==> src/rtl/risc_seq_pkg.sv <==
// Shared types and encodings for the KGP-RISC control sequencer:
// FSM states, instruction classes, opcodes, branch conditions and mux selects.
package risc_seq_pkg;

   typedef enum logic [2:0] {
      S_IDLE, S_FETCH, S_DECODE, S_EXEC, S_MEM, S_WB, S_HALT
   } state_t;

   typedef enum logic [2:0] {
      C_NOP, C_RTYPE, C_ALUI, C_LOAD, C_STORE, C_JUMP, C_BRANCH, C_CALL
   } iclass_t;

   localparam logic [5:0] OP_RTYPE  = 6'h00;
   localparam logic [5:0] OP_LOAD   = 6'h02;
   localparam logic [5:0] OP_STORE  = 6'h03;
   localparam logic [5:0] OP_JUMP   = 6'h04;
   localparam logic [5:0] OP_BRANCH = 6'h05;
   localparam logic [5:0] OP_CALL   = 6'h06;
   localparam logic [5:0] OP_HALT   = 6'h3F;

   localparam logic [5:0] BC_BZ   = 6'd0;
   localparam logic [5:0] BC_BNZ  = 6'd1;
   localparam logic [5:0] BC_BLTZ = 6'd2;
   localparam logic [5:0] BC_BGEZ = 6'd3;
   localparam logic [5:0] BC_BCY  = 6'd4;
   localparam logic [5:0] BC_BNCY = 6'd5;

   localparam logic [2:0] ALU_ADD   = 3'd0;
   localparam logic [1:0] SRC_RT    = 2'd0;
   localparam logic [1:0] SRC_IMM   = 2'd1;
   localparam logic [1:0] SRC_SHAMT = 2'd2;
   localparam logic [1:0] M2R_ALU   = 2'd0;
   localparam logic [1:0] M2R_MEM   = 2'd1;
   localparam logic [1:0] M2R_NPC   = 2'd2;
   localparam logic [1:0] RD_RS     = 2'd0;
   localparam logic [1:0] RD_RT     = 2'd1;
   localparam logic [1:0] RD_R31    = 2'd2;

   // Halt is not a class; DECODE tests for it before classifying.
   function automatic iclass_t classify(input logic [5:0] op);
      iclass_t c;
      c = C_NOP;
      if (op[5:3] == 3'b001) begin
         c = C_ALUI;
      end else begin
         case (op)
            OP_RTYPE:  c = C_RTYPE;
            OP_LOAD:   c = C_LOAD;
            OP_STORE:  c = C_STORE;
            OP_JUMP:   c = C_JUMP;
            OP_BRANCH: c = C_BRANCH;
            OP_CALL:   c = C_CALL;
            default:   c = C_NOP;
         endcase
      end
      return c;
   endfunction

endpackage

==> src/rtl/risc_seq_ctrl_branch_eval.sv <==
// Combinational branch resolution: condition from ALU flags, PC-relative
// branch target and pseudo-direct jump/call target.
module risc_branch_eval
   import risc_seq_pkg::*;
#(
   parameter logic [31:0] PC_STEP = 32'd4
) (
   input  logic [5:0]  i_funccode,
   input  logic        i_zero,
   input  logic        i_sign,
   input  logic        i_carry,
   input  logic [31:0] i_pc,
   input  logic [15:0] i_offset,
   input  logic [25:0] i_pda,
   output logic        o_taken,
   output logic [31:0] o_br_target,
   output logic [31:0] o_jmp_target
);

   logic [31:0] w_br_off;

   always_comb begin
      o_taken = 1'b0;
      case (i_funccode)
         BC_BZ:   o_taken = i_zero;
         BC_BNZ:  o_taken = ~i_zero;
         BC_BLTZ: o_taken = i_sign;
         BC_BGEZ: o_taken = ~i_sign;
         BC_BCY:  o_taken = i_carry;
         BC_BNCY: o_taken = ~i_carry;
         default: o_taken = 1'b0;
      endcase
   end

   assign w_br_off     = {{14{i_offset[15]}}, i_offset, 2'b00};
   assign o_br_target  = i_pc + PC_STEP + w_br_off;
   assign o_jmp_target = {i_pc[31:28], i_pda, 2'b00};

endmodule

==> src/rtl/risc_seq_ctrl.sv <==
// Multi-cycle KGP-RISC control sequencer: owns PC, memory handshakes and control strobes.
// Optional RISC_SEQ_PERF_EN adds busy-cycle and retired-instruction counters.
module risc_seq_ctrl
   import risc_seq_pkg::*;
#(
   parameter logic [31:0] RESET_PC = 32'h0000_0000,
   parameter logic [31:0] PC_STEP  = 32'd4
) (
   input  logic        i_clk,
   input  logic        i_rst,
   input  logic        i_start,
   input  logic [5:0]  i_opcode,
   input  logic [5:0]  i_funccode,
   input  logic [15:0] i_offset,
   input  logic [25:0] i_pda,
   input  logic        i_zero,
   input  logic        i_sign,
   input  logic        i_carry,
   output logic        o_imem_req,
   input  logic        i_imem_ack,
   output logic        o_ir_load,
   output logic        o_dmem_req,
   input  logic        i_dmem_ack,
   output logic [31:0] o_pc,
   output logic [1:0]  o_reg_dest,
   output logic        o_reg_write,
   output logic [2:0]  o_ALUop,
   output logic [1:0]  o_ALUsource,
   output logic        o_mem_write,
   output logic [1:0]  o_mem_to_reg,
   output logic [2:0]  o_branch,
`ifdef RISC_SEQ_PERF_EN
   output logic [31:0] o_cycle_cnt,
   output logic [31:0] o_retired_cnt,
`endif
   output logic        o_busy,
   output logic        o_halted
);

   state_t      r_state;
   iclass_t     r_cls;
   logic [31:0] r_pc;
   logic        r_imem_req, r_dmem_req, r_reg_write;
   logic [1:0]  r_reg_dest, r_alu_src, r_mem_to_reg;
   logic [2:0]  r_alu_op, r_branch;

   logic        w_taken;
   logic [31:0] w_br_target, w_jmp_target, w_pc_next;
   logic        w_mem_done;

   assign w_pc_next  = r_pc + PC_STEP;
   assign w_mem_done = (r_state == S_MEM) && i_dmem_ack;

   risc_branch_eval #(.PC_STEP(PC_STEP)) u_branch_eval (
      .i_funccode   (i_funccode),
      .i_zero       (i_zero),
      .i_sign       (i_sign),
      .i_carry      (i_carry),
      .i_pc         (r_pc),
      .i_offset     (i_offset),
      .i_pda        (i_pda),
      .o_taken      (w_taken),
      .o_br_target  (w_br_target),
      .o_jmp_target (w_jmp_target)
   );

   // Outputs are registered on entry to the state that owns them; ALU
   // controls stay up through MEM/WB so the result path is stable at write.
   always_ff @(posedge i_clk or posedge i_rst) begin
      if (i_rst) begin
         r_state      <= S_IDLE;
         r_cls        <= C_NOP;
         r_pc         <= RESET_PC;
         r_imem_req   <= 1'b0;
         r_dmem_req   <= 1'b0;
         r_reg_write  <= 1'b0;
         r_reg_dest   <= RD_RS;
         r_alu_src    <= SRC_RT;
         r_mem_to_reg <= M2R_ALU;
         r_alu_op     <= 3'd0;
         r_branch     <= 3'd0;
      end else begin
         r_reg_write <= 1'b0;
         r_branch    <= 3'd0;
         case (r_state)
            S_IDLE: begin
               if (i_start) begin
                  r_state    <= S_FETCH;
                  r_imem_req <= 1'b1;
               end
            end
            S_FETCH: begin
               if (i_imem_ack) begin
                  r_state    <= S_DECODE;
                  r_imem_req <= 1'b0;
               end
            end
            S_DECODE: begin
               if (i_opcode == OP_HALT) begin
                  r_state <= S_HALT;
               end else begin
                  r_state <= S_EXEC;
                  r_cls   <= classify(i_opcode);
                  case (classify(i_opcode))
                     C_RTYPE: begin
                        r_alu_op  <= i_funccode[2:0];
                        r_alu_src <= i_funccode[3] ? SRC_SHAMT : SRC_RT;
                     end
                     C_ALUI: begin
                        r_alu_op  <= i_opcode[2:0];
                        r_alu_src <= SRC_IMM;
                     end
                     C_LOAD, C_STORE: begin
                        r_alu_op  <= ALU_ADD;
                        r_alu_src <= SRC_IMM;
                     end
                     C_BRANCH: r_branch <= i_funccode[2:0] + 3'd1;
                     default: ;
                  endcase
               end
            end
            S_EXEC: begin
               case (r_cls)
                  C_RTYPE, C_ALUI: begin
                     r_state      <= S_WB;
                     r_reg_write  <= 1'b1;
                     r_reg_dest   <= RD_RS;
                     r_mem_to_reg <= M2R_ALU;
                  end
                  C_LOAD, C_STORE: begin
                     r_state    <= S_MEM;
                     r_dmem_req <= 1'b1;
                  end
                  C_CALL: begin
                     r_state      <= S_WB;
                     r_reg_write  <= 1'b1;
                     r_reg_dest   <= RD_R31;
                     r_mem_to_reg <= M2R_NPC;
                  end
                  default: begin
                     r_state    <= S_FETCH;
                     r_imem_req <= 1'b1;
                     r_alu_op   <= 3'd0;
                     r_alu_src  <= SRC_RT;
                     if (r_cls == C_JUMP)
                        r_pc <= w_jmp_target;
                     else if (r_cls == C_BRANCH && w_taken)
                        r_pc <= w_br_target;
                     else
                        r_pc <= w_pc_next;
                  end
               endcase
            end
            S_MEM: begin
               if (i_dmem_ack) begin
                  r_dmem_req <= 1'b0;
                  if (r_cls == C_STORE) begin
                     r_state    <= S_FETCH;
                     r_imem_req <= 1'b1;
                     r_pc       <= w_pc_next;
                     r_alu_op   <= 3'd0;
                     r_alu_src  <= SRC_RT;
                  end else begin
                     r_state      <= S_WB;
                     r_reg_write  <= 1'b1;
                     r_reg_dest   <= RD_RT;
                     r_mem_to_reg <= M2R_MEM;
                  end
               end
            end
            S_WB: begin
               r_state      <= S_FETCH;
               r_imem_req   <= 1'b1;
               r_pc         <= (r_cls == C_CALL) ? w_jmp_target : w_pc_next;
               r_alu_op     <= 3'd0;
               r_alu_src    <= SRC_RT;
               r_reg_dest   <= RD_RS;
               r_mem_to_reg <= M2R_ALU;
            end
            S_HALT: ;
            default: r_state <= S_IDLE;
         endcase
      end
   end

   // The datapath latches IR and store data in the ack cycle itself.
   assign o_ir_load    = (r_state == S_FETCH) && i_imem_ack;
   assign o_mem_write  = w_mem_done && (r_cls == C_STORE);
   assign o_imem_req   = r_imem_req;
   assign o_dmem_req   = r_dmem_req;
   assign o_pc         = r_pc;
   assign o_reg_dest   = r_reg_dest;
   assign o_reg_write  = r_reg_write;
   assign o_ALUop      = r_alu_op;
   assign o_ALUsource  = r_alu_src;
   assign o_mem_to_reg = r_mem_to_reg;
   assign o_branch     = r_branch;
   assign o_busy       = (r_state != S_IDLE) && (r_state != S_HALT);
   assign o_halted     = (r_state == S_HALT);

`ifdef RISC_SEQ_PERF_EN
   logic        w_retire;
   logic [31:0] r_cycle_cnt, r_retired_cnt;

   assign w_retire = (r_state == S_WB) || o_mem_write ||
                     ((r_state == S_EXEC) &&
                      (r_cls == C_JUMP || r_cls == C_BRANCH || r_cls == C_NOP));

   always_ff @(posedge i_clk or posedge i_rst) begin
      if (i_rst) begin
         r_cycle_cnt   <= 32'd0;
         r_retired_cnt <= 32'd0;
      end else begin
         if (o_busy)
            r_cycle_cnt <= r_cycle_cnt + 32'd1;
         if (w_retire)
            r_retired_cnt <= r_retired_cnt + 32'd1;
      end
   end

   assign o_cycle_cnt   = r_cycle_cnt;
   assign o_retired_cnt = r_retired_cnt;
`endif

endmodule

==> config.mk <==
export PLATFORM = sky130hd
export DESIGN_NAME = risc_seq_ctrl
export DESIGN_NICKNAME = d
export VERILOG_FILES = /design/src/rtl/risc_seq_pkg.sv /design/src/rtl/risc_seq_ctrl_branch_eval.sv /design/src/rtl/risc_seq_ctrl.sv
export SDC_FILE = /design/constraint.sdc
export NUM_CORES = 1
export LEC_CHECK = 0
export ABC_CLOCK_PERIOD_IN_PS = 3680
export BUFFER_PORTS_ARGS = -buffer_cell sky130_fd_sc_hd__buf_2
export CAP_MARGIN = 15
export CORE_ASPECT_RATIO = 0.5
export CORE_MARGIN = 2
export CORE_UTILIZATION = 45
export CTS_CLUSTER_DIAMETER = 150
export DETAILED_ROUTE_END_ITERATION = 8
export PLACE_DENSITY = 0.71
export SYNTH_ARGS = -nofsm -noshare
export SYNTH_HDL_FRONTEND = slang
export SYNTH_SLANG_ARGS = --single-unit
==> constraint.sdc <==
create_clock -name i_clk -period 3.68 [get_ports i_clk]
set_input_delay 0.368 -clock i_clk [delete_from_list [all_inputs] [get_ports i_clk]]
set_output_delay 0.368 -clock i_clk [all_outputs]
set_load 0.05 [all_outputs]
---- Word level (Yosys, flattened, before mapping) ----
Index checks and enable logic that the tools add are counted.
storage, ports and cells
  register bits after elaboration ......... 51
  memories kept ........................... 0
  logic and storage cells ................. 143
  input bits .............................. 62
  memory bits (writable) .................. 0
  ROM bits ................................ 0
  output and inout bits ................... 51
  bits in latches ......................... 0
operators by class
  order comparisons ....................... 0
  equality and inequality tests ........... 44
  add/subtract/negate cells ............... 3
  divide/modulo/power cells ............... 0
  multiplexer cells ....................... 52
  reductions and logical operators ........ 28
  shift operators ......................... 0
  bitwise logic cells ..................... 5
  multipliers ............................. 0
operators by type and width
  kind                                                                    number
  32-bit two-way mux                                                      6
  32-bit case mux with 3 select lines                                     1
  3-bit two-way mux                                                       15
  32-bit by 3-bit adder with 32-bit output (second input constant)        1
  32-bit adder                                                            1
  6-bit by 3-bit equality test with 1-bit output (second input constant)  5
  3-bit equality test (second input constant)                             9
  6-bit by 2-bit equality test with 1-bit output (second input constant)  4
  6-bit AND reduction                                                     4
  3-bit case mux with 7 select lines                                      1
  3-bit by 2-bit equality test with 1-bit output (second input constant)  6
  2-bit inequality test (second input constant)                           9
  3-bit case mux with 6 select lines                                      1
  2-bit two-way mux                                                       7
  3-bit by 1-bit equality test with 1-bit output (second input constant)  4
  6-bit logical NOT                                                       2
  3-bit case mux with 4 select lines                                      1
  4-bit AND reduction                                                     3
  1-bit two-way mux                                                       10
  3-bit case mux with 3 select lines                                      1
  2-bit case mux with 2 select lines                                      2
  2-bit case mux with 4 select lines                                      1
  6-bit by 1-bit equality test with 1-bit output (second input constant)  1
  6-bit equality test (second input constant)                             1
  22 further kinds                                                        36

---- Longest topological paths before layout ----
Gate-level depths: netlist of run 1.
  word-level depth ........................ 10
  mapped depth ............................ 16
  depth with buffers taken out ............ 16

---- By module ----
From an unflattened synthesis of run 1, not the netlist that was laid out.
unflattened totals
  cell total of the unflattened synthesis .. 829
  area, all modules ....................... 6406.1 µm²
by module, submodules not included
  module            sequential area each (µm²)  times used  area each (µm²)  cells an instance
  risc_seq_ctrl     1276.2                      1           4234.1           551
  risc_branch_eval  0.0                         1           2172.1           278

---- Worst setup path before layout of run 1 ----
No wires, ideal clock.
  kind .................................... reg2reg
  from .................................... register r_pc[2] (netlist: o_pc[2])
  to ...................................... register r_pc[31] (netlist: o_pc[31])
  stages on the path, launching flop included .. 17
  required time ........................... 3.561 ns
  path buffers ............................ 0
  setup time .............................. 0.119 ns
  arrival ................................. 3.770 ns
  period minus slack after synthesis ...... 3.889 ns
  path slack .............................. -0.209 ns
  path through ............................ dfrtp_1 ha_1 and3_1 nand2_1 nor4_4 nand2_1 xor2_1 inv_1 ha_1 nand4_1 nor2_1 and3_1 or4b_1 o22ai_1 a21oi_1 a32oi_1 a21bo_1
between the ends
  longest elaborated chain between the ends .. 6
  elaborated cells on any way between the ends .. 9
  those cells by class .................... add/sub (2); mux (7)
ends and longest elaborated chain
  what                                          line                                                  text
  from (decl)                                   risc_seq_ctrl.sv:42                                   logic [31:0] r_pc;
  from (signal assigned)                        risc_seq_ctrl.sv:146                                  r_pc <= w_jmp_target;
  from (signal assigned)                        risc_seq_ctrl.sv:148                                  r_pc <= w_br_target;
  from (signal assigned)                        risc_seq_ctrl.sv:150                                  r_pc <= w_pc_next;
  32-bit by 3-bit adder with 32-bit output (*)  risc_seq_ctrl_branch_eval.sv:36, risc_seq_ctrl.sv:51
  32-bit adder                                  risc_seq_ctrl_branch_eval.sv:36                       assign o_br_target = i_pc + PC_STEP + w_br_off;
  32-bit two-way mux                            risc_seq_ctrl.sv:147                                  else if (r_cls == C_BRANCH && w_taken)
  32-bit two-way mux                            risc_seq_ctrl.sv:145                                  if (r_cls == C_JUMP)
  32-bit two-way mux                            risc_seq_ctrl.sv:123                                  case (r_cls)
  32-bit case mux with 3 select lines (*)       risc_seq_ctrl.sv:85                                   case (r_state)
Mark *: on every way between the ends. The rest lies on a longest branch, timed or not. The select of a mux whose other input is x is not followed.
A chain may end at the register's enable or synchronous reset.

---- Final worst setup path of run 1 ----
Ends and elaborated chain as after synthesis.

==> results of run 1 <==
power by group through the flow:
stage	combinational, uW	clock, uW	sequential (uW)
after floorplan	2160	0	1520
after global placement	3620	0	998
after detailed placement	3660	0	1000
after CTS	3710	501	1000
after global routing	4290	519	1050
final	3950	489	1020
cell usage after synthesis (all sizes together) (7+ instances only):
cell and count:
dfrtp 49, nand4 13, clkbuf 19, and3 8
a21o 11, nand2 85, nor2 67, inv 24
o21ai 69, a222oi 11, xor2 20, nor2b 8
xnor2 31, a221oi 11, o31ai 7, ha 40
nor3 13, mux2i 9, nand3 18, o211ai 10
a21oi 46, buf 15
area by class of cell:
type / instances / area [sq um] / area share [%]
Multi-Input combinational cell: 569 / 3981 / 60.03
Sequential cell: 49 / 1244 / 18.75
Timing Repair Buffer: 163 / 960.9 / 14.49
Tap cell: 159 / 198.9 / 2.999
Clock buffer: 7 / 142.6 / 2.151
Inverter: 26 / 97.59 / 1.471
Clock inverter: 1 / 7.507 / 0.1132
what timing repair did:
item,4_1_cts,5_1_grt
buffers inserted,1,13
pin swaps,2,9
gates cloned,0,0
setup endpoints to repair,2,13
resized for setup,8,34
worst max-delay path, cell delays in order, from the launching register on:
cell     delay (ps)
dfrtp_2         440
ha_4            160
and3_4          230
nand2_4          80
nor4_4          290
nand2_1         170
xor2_2          210
inv_2            60
ha_4            260
nand4_1         130
nor2_2          160
and3_4          200
or4b_4          460
o22ai_2         140
a21oi_2          60
a32oi_1         170
a21bo_1         220
worst max path at each step:
stage / end / startpoint / slack (ps)
5_1_grt: o_pc[31] / o_pc[2] / -80
3_5_place_dp: o_pc[21] / o_pc[12] / -30
2_1_floorplan: o_pc[31] / o_pc[14] / 10
6_report: o_pc[31] / o_pc[2] / 110
3_3_place_gp: o_pc[31] / o_pc[17] / 100
4_1_cts: o_pc[31] / o_pc[17] / 9
routing by layer:
layer	wire length (um)	GRT usage, %	vias to the layer above
met5	0	0	-
met4	154	5.413	0
met3	1442	5.343	17
met2	7631	44.98	252
met1	8069	37.66	2731
li1	-	-	2775
kinds of logic after synthesis:
kind of cell    count (synthesis)
simple gates                  241
compound gates                220
buf+inv                        60
xor+xnor                       51
flops                          49
fa+ha+maj                      41
mux                            14
other cells                     1
stage by stage:
stage	instances	setup TNS [ps]	cell area, sq um	hold slack, ps	worst slack [ps]
after floorplan	678	0	5261	434.4	12.45
after global placement	951	0	6130	475.8	95.98
after detailed placement	951	-45.14	6130	479.0	-34.86
after CTS	960	0	6332	283.8	8.658
after global routing	974	-153.2	6633	16.78	-82.15
final	974	0	6633	5.764	109.9
==> flow_metrics.env, run 1 <==
export IMPL_rr_endpoint="o_pc[31]"
export IMPL_ant_nets=0
export IMPL_hold_path_class="in -> async"
export IMPL_syn_avg_cell_area_sq_um=7.740
export IMPL_final_util_pct=59.32
export IMPL_p_total_uw=5460
export IMPL_cts_hold_buf=0
export IMPL_yosys_top_cells_area="dfrtp_1, ha_1, nand2_1, o21ai_0, xnor2_1"
export IMPL_gr_usage_all_layers_pct=27.38
export IMPL_layout_drive_gt1_share_pct=29.45
export IMPL_drc=0
export IMPL_ioPinCount=113
export IMPL_critPathArrivalTime_ps=3750
export IMPL_first_pass_iters=5
export IMPL_finalSetupViolations=0
export IMPL_nFillCells=1024
export IMPL_core_sq_um=11180
export IMPL_cts_buffers=5
export IMPL_synth_top_family_by_area="compound AO/OA/AOI/OAI gates"
export IMPL_status="finished clean"
export IMPL_antenna_cells=0
export IMPL_p_int_uw=2501
export IMPL_r2r_setup_slack_ps=110
export IMPL_grt_pass1_vias=5357
export IMPL_grt_pass1_wl_um=27210
export IMPL_synth_compound_area_share_pct=27.96
export IMPL_syn_instance_count=677
export IMPL_fmax_mhz=280.1
export IMPL_syn_area_sq_um=5240
export IMPL_grt_setup_unrepaired="true"
export IMPL_synthXorXnorAreaFrac_pct=8.524
export IMPL_yosysTopAreaCell="dfrtp_1"
export IMPL_vias_per_cell=5.929
export IMPL_grt_max_degree=50
export IMPL_syn2layout_area_growth_pct=26.58
export IMPL_mostFrequentLayoutCells="buf_2, nand2_1, nor2_1"
export IMPL_max_slew_margin_pct=30.23
export IMPL_clkTransAtPathRegs_ps=70
export IMPL_clock_sinks=49
export IMPL_drt_iter0_drc=501
export IMPL_die_w_um=156.6
export IMPL_vias=5775
export IMPL_globalplace_congestion=0.9373
export IMPL_routed_wl_um=17300
export IMPL_cts_root_buffer="clkbuf_16"
export IMPL_hold_violations=0
export IMPL_p_sw_share_pct=54.19
export IMPL_r2r_start="o_pc[2]"
export IMPL_synth_seq_cells=49
export IMPL_die_area_sq_um=12580
export IMPL_antenna_found_initial=0
export IMPL_synth_mux_area_share_pct=2.794
export IMPL_min_period_ps=3570
export IMPL_power_frac_seq_pct=18.8
export IMPL_clock_latency_ps=300
export IMPL_power_density_nw_per_um2=823.2
export IMPL_clockPowerShare_pct=9.0
export IMPL_peakVddDrop_mv=0.5357
export IMPL_power_switching_uw=2959
export IMPL_crit_type="reg -> reg"
export IMPL_start_kind="flip-flop"
export IMPL_cp_required_ps=3860
export IMPL_leakagePower_uw=0.003136
export IMPL_io_buffers=110
export IMPL_fin_crit_sh_pct=97.01
export IMPL_tightest_slew_ps=1046
export IMPL_ys_types=69
export IMPL_row_count=27
export IMPL_maxSlewViolCount=0
export IMPL_combinationalPowerShare_pct=72.3
export IMPL_wl_per_cell_um=17.76
export IMPL_largest_reg_flops=30
export IMPL_synth_flop_cell="dfrtp_1"
export IMPL_synth_warnings=0
export IMPL_reg2regPathDepth=16
export IMPL_finClkSkew_ps=11.34
export IMPL_worstPathMaxFanout=5
export IMPL_drv_cap=0
export IMPL_tritoncts="yes"
export IMPL_grt_overflow=0
export IMPL_setup_worst_path_end_class="flip-flop"
export IMPL_async_reset_ff_share_pct=100.0
export IMPL_ys_seq_area_share_pct=23.40
export IMPL_synth_top_area_share_pct=23.40
export IMPL_synth_edf_count=0
export IMPL_final_nets=917
export IMPL_die_h_um=80.31
export IMPL_htree_levels=2
export IMPL_synthSimpleGateAreaFrac_pct=22.13
export IMPL_dp_hpwl_um=12690
export IMPL_synthAdderAreaFrac_pct=9.933
export IMPL_clock_path_buffers=2
export IMPL_final_common_cell="buf_2"
export IMPL_start_util_pct=46.86
Note: power is estimated with default switching activity, not from simulation.
==> run 2, diff against run 1 <==
Settings changed: PLACE_DENSITY 0.71 to 0.68.
==> run 2 against run 1 <==
Effect of this change: first-iteration DRC count is 2.6% higher; cell count is 0.21% higher; routed wire length is 0.30% lower; die area stayed put; clock skew hardly changed; maximum frequency is 0.13% lower; hold slack better by 230 ps.
==> flow_metrics.env, run 2 (synthesized netlist as in run 1, its figures left out) <==
export IMPL_fin_setup_tns_ps=0
export IMPL_cts_buffers=5
export IMPL_pre_cts_ws_ps=-56.48
export IMPL_finalSetupViolations=0
export IMPL_cpLargestDelayFamily="simple AND/OR/NAND/NOR gates"
export IMPL_fin_crit_sh_pct=97.14
export IMPL_htree_levels=2
export IMPL_routed_wl_um=17250
export IMPL_finClkSkew_ps=11.65
export IMPL_vias_per_cell=5.829
export IMPL_cts_root_buffer="clkbuf_16"
export IMPL_hold_path_class="in -> async"
export IMPL_antenna_cells=0
export IMPL_stdcell_count=976
export IMPL_grt_setup_unrepaired="true"
export IMPL_peakVddDrop_mv=0.4726
export IMPL_critPathArrivalTime_ps=3760
export IMPL_clock_path_buffers=2
export IMPL_cts_hold_buf=0
export IMPL_grt_overflow=0
export IMPL_clockPowerShare_pct=10.0
export IMPL_worstPathMaxFanout=6
export IMPL_p_int_uw=2550
export IMPL_p_total_uw=5511
export IMPL_wl_per_cell_um=17.67
export IMPL_die_area_sq_um=12580
export IMPL_min_period_ps=3575
export IMPL_core_sq_um=11180
export IMPL_vias=5689
export IMPL_grt_pass1_wl_um=26970
export IMPL_cpMaxStageDelayCell="or4b_4"
export IMPL_leakagePower_uw=0.003165
export IMPL_drc=0
export IMPL_placed_cells=946
export IMPL_combinationalPowerShare_pct=71.4
export IMPL_power_switching_uw=2961
export IMPL_start_util_pct=46.86
export IMPL_die_h_um=80.31
export IMPL_cp_num_buf_inv=1
export IMPL_drv_cap=0
export IMPL_crit_type="reg -> reg"
export IMPL_start_kind="flip-flop"
export IMPL_die_w_um=156.6
export IMPL_p_sw_share_pct=53.73
export IMPL_hold_violations=0
export IMPL_power_frac_seq_pct=18.5
export IMPL_syn2layout_area_growth_pct=27.20
export IMPL_drt_iter0_drc=514
export IMPL_first_pass_iters=7
export IMPL_io_buffers=110
export IMPL_final_nets=919
export IMPL_setup_worst_path_end_class="flip-flop"
export IMPL_path_cells="and4_4 -> nand4_1 -> buf_4 -> nor3_4 -> nand4_1 -> xnor2_1 -> ha_1 -> nand4_1 -> nor2_2 -> and3_4 -> or4b_4 -> o22ai_4 -> a21oi_2 -> a32oi_1 -> a21bo_1"
export IMPL_fmax_mhz=279.7
export IMPL_grt_max_degree=44
export IMPL_ioPinCount=113
export IMPL_layout_drive_gt1_share_pct=30.23
export IMPL_nFillCells=1022
export IMPL_clkTransAtPathRegs_ps=80
export IMPL_power_density_nw_per_um2=826.9
export IMPL_clock_latency_ps=300
export IMPL_fin_ws_ps=105.1
export IMPL_gr_usage_all_layers_pct=27.18
export IMPL_cp_required_ps=3870
export IMPL_tightest_slew_ps=934.7
export IMPL_status="finished clean"
export IMPL_ant_nets=0
export IMPL_max_slew_margin_pct=37.68
export IMPL_cp_slowest_stage_delay_ps=470
export IMPL_dp_hpwl_um=12840
export IMPL_clock_sinks=49
export IMPL_tritoncts="yes"
export IMPL_mostFrequentLayoutCells="buf_2, nand2_1, nor2_1"
export IMPL_globalplace_congestion=1.019
export IMPL_maxSlewViolCount=0
export IMPL_row_count=27
export IMPL_largest_reg_flops=30
export IMPL_crit_top_cell="nand4_1"
export IMPL_final_common_cell="buf_2"
export IMPL_antenna_found_initial=0
export IMPL_grt_pass1_vias=5295
## run 2: changes by cell type in the layout (fill, tap and decap cells not counted), sizes merged
cell	previous run	this run
buf	163	165
clkinvlp	1	0
bufinv	0	1
clkbuf	7	6
clkinv	2	3
## run 2: worst register-to-register path, stage by stage (launching register included)
cell and delay, ps:
dfrtp_2 440, and4_4 280, nand4_1 100, buf_4 180, nor3_4 210, nand4_1 140
xnor2_1 160, ha_1 350, nand4_1 190, nor2_2 180, and3_4 220, or4b_4 470
o22ai_4 110, a21oi_2 50, a32oi_1 170, a21bo_1 210
## run 2: what timing repair did
action                                  in CTS  in global routing
resized for setup                            5                 42
hold endpoints to repair                     0                  0
pin swaps                                    2                 13
gates cloned                                 0                  0
endpoints found under the setup margin       2                 13
buffers inserted                             4                 18
## run 2: path summary, 6_finish.rpt
path,from,end,slack (ps),cells after the start
setup reg to reg,o_pc[4],o_pc[31],110,15
hold / removal,i_rst,o_pc[23],240,2
hold reg to reg,o_dmem_req,o_dmem_req,480,2
max in group asynchronous,i_rst,o_pc[31],2710,3
min in group i_clk,i_funccode[0],o_branch[0],290,2
setup / recovery,o_pc[4],o_pc[31],110,15
## run 2: area by class of cell
| cell class | count | area, sq um | area share, % |
|---|---|---|---|
| Multi-Input combinational cell | 569 | 3994 | 59.92 |
| Sequential cell | 49 | 1244 | 18.66 |
| Inverter | 26 | 97.59 | 1.464 |
| Tap cell | 159 | 198.9 | 2.985 |
| Clock buffer | 6 | 128.9 | 1.934 |
| Timing Repair Buffer | 165 | 963.4 | 14.45 |
| Clock inverter | 2 | 38.79 | 0.5819 |
## run 2: power by group through the flow
stage | logic [uW] | clock network, uW | registers, uW
floorplan | 2160 | 0 | 1520
global placement | 3630 | 0 | 1000
detailed placement | 3660 | 0 | 1000
CTS | 3680 | 558 | 995
global route | 4290 | 590 | 1060
finish | 3940 | 554 | 1020
## run 2: per-layer routing
layer / GRT usage, % / wire length, um / vias to the layer above
met2: 42.69 / 7437 / 260
met3: 6.368 / 1538 / 18
li1: - / - / 2776
met1: 38.22 / 8110 / 2635
met5: 0 / 0 / -
met4: 5.229 / 158 / 0
## run 2: stage by stage
stage | area, sq um | hold WS, ps | utilization (%)
after floorplan | 5261 | 434.4 | -
after global placement | 6092 | 468.5 | 54.48
after detailed placement | 6092 | 466.0 | 54.48
after CTS | 6305 | 267.8 | 56.38
after global routing | 6665 | 306.7 | 59.61
final | 6665 | 238.7 | 59.61
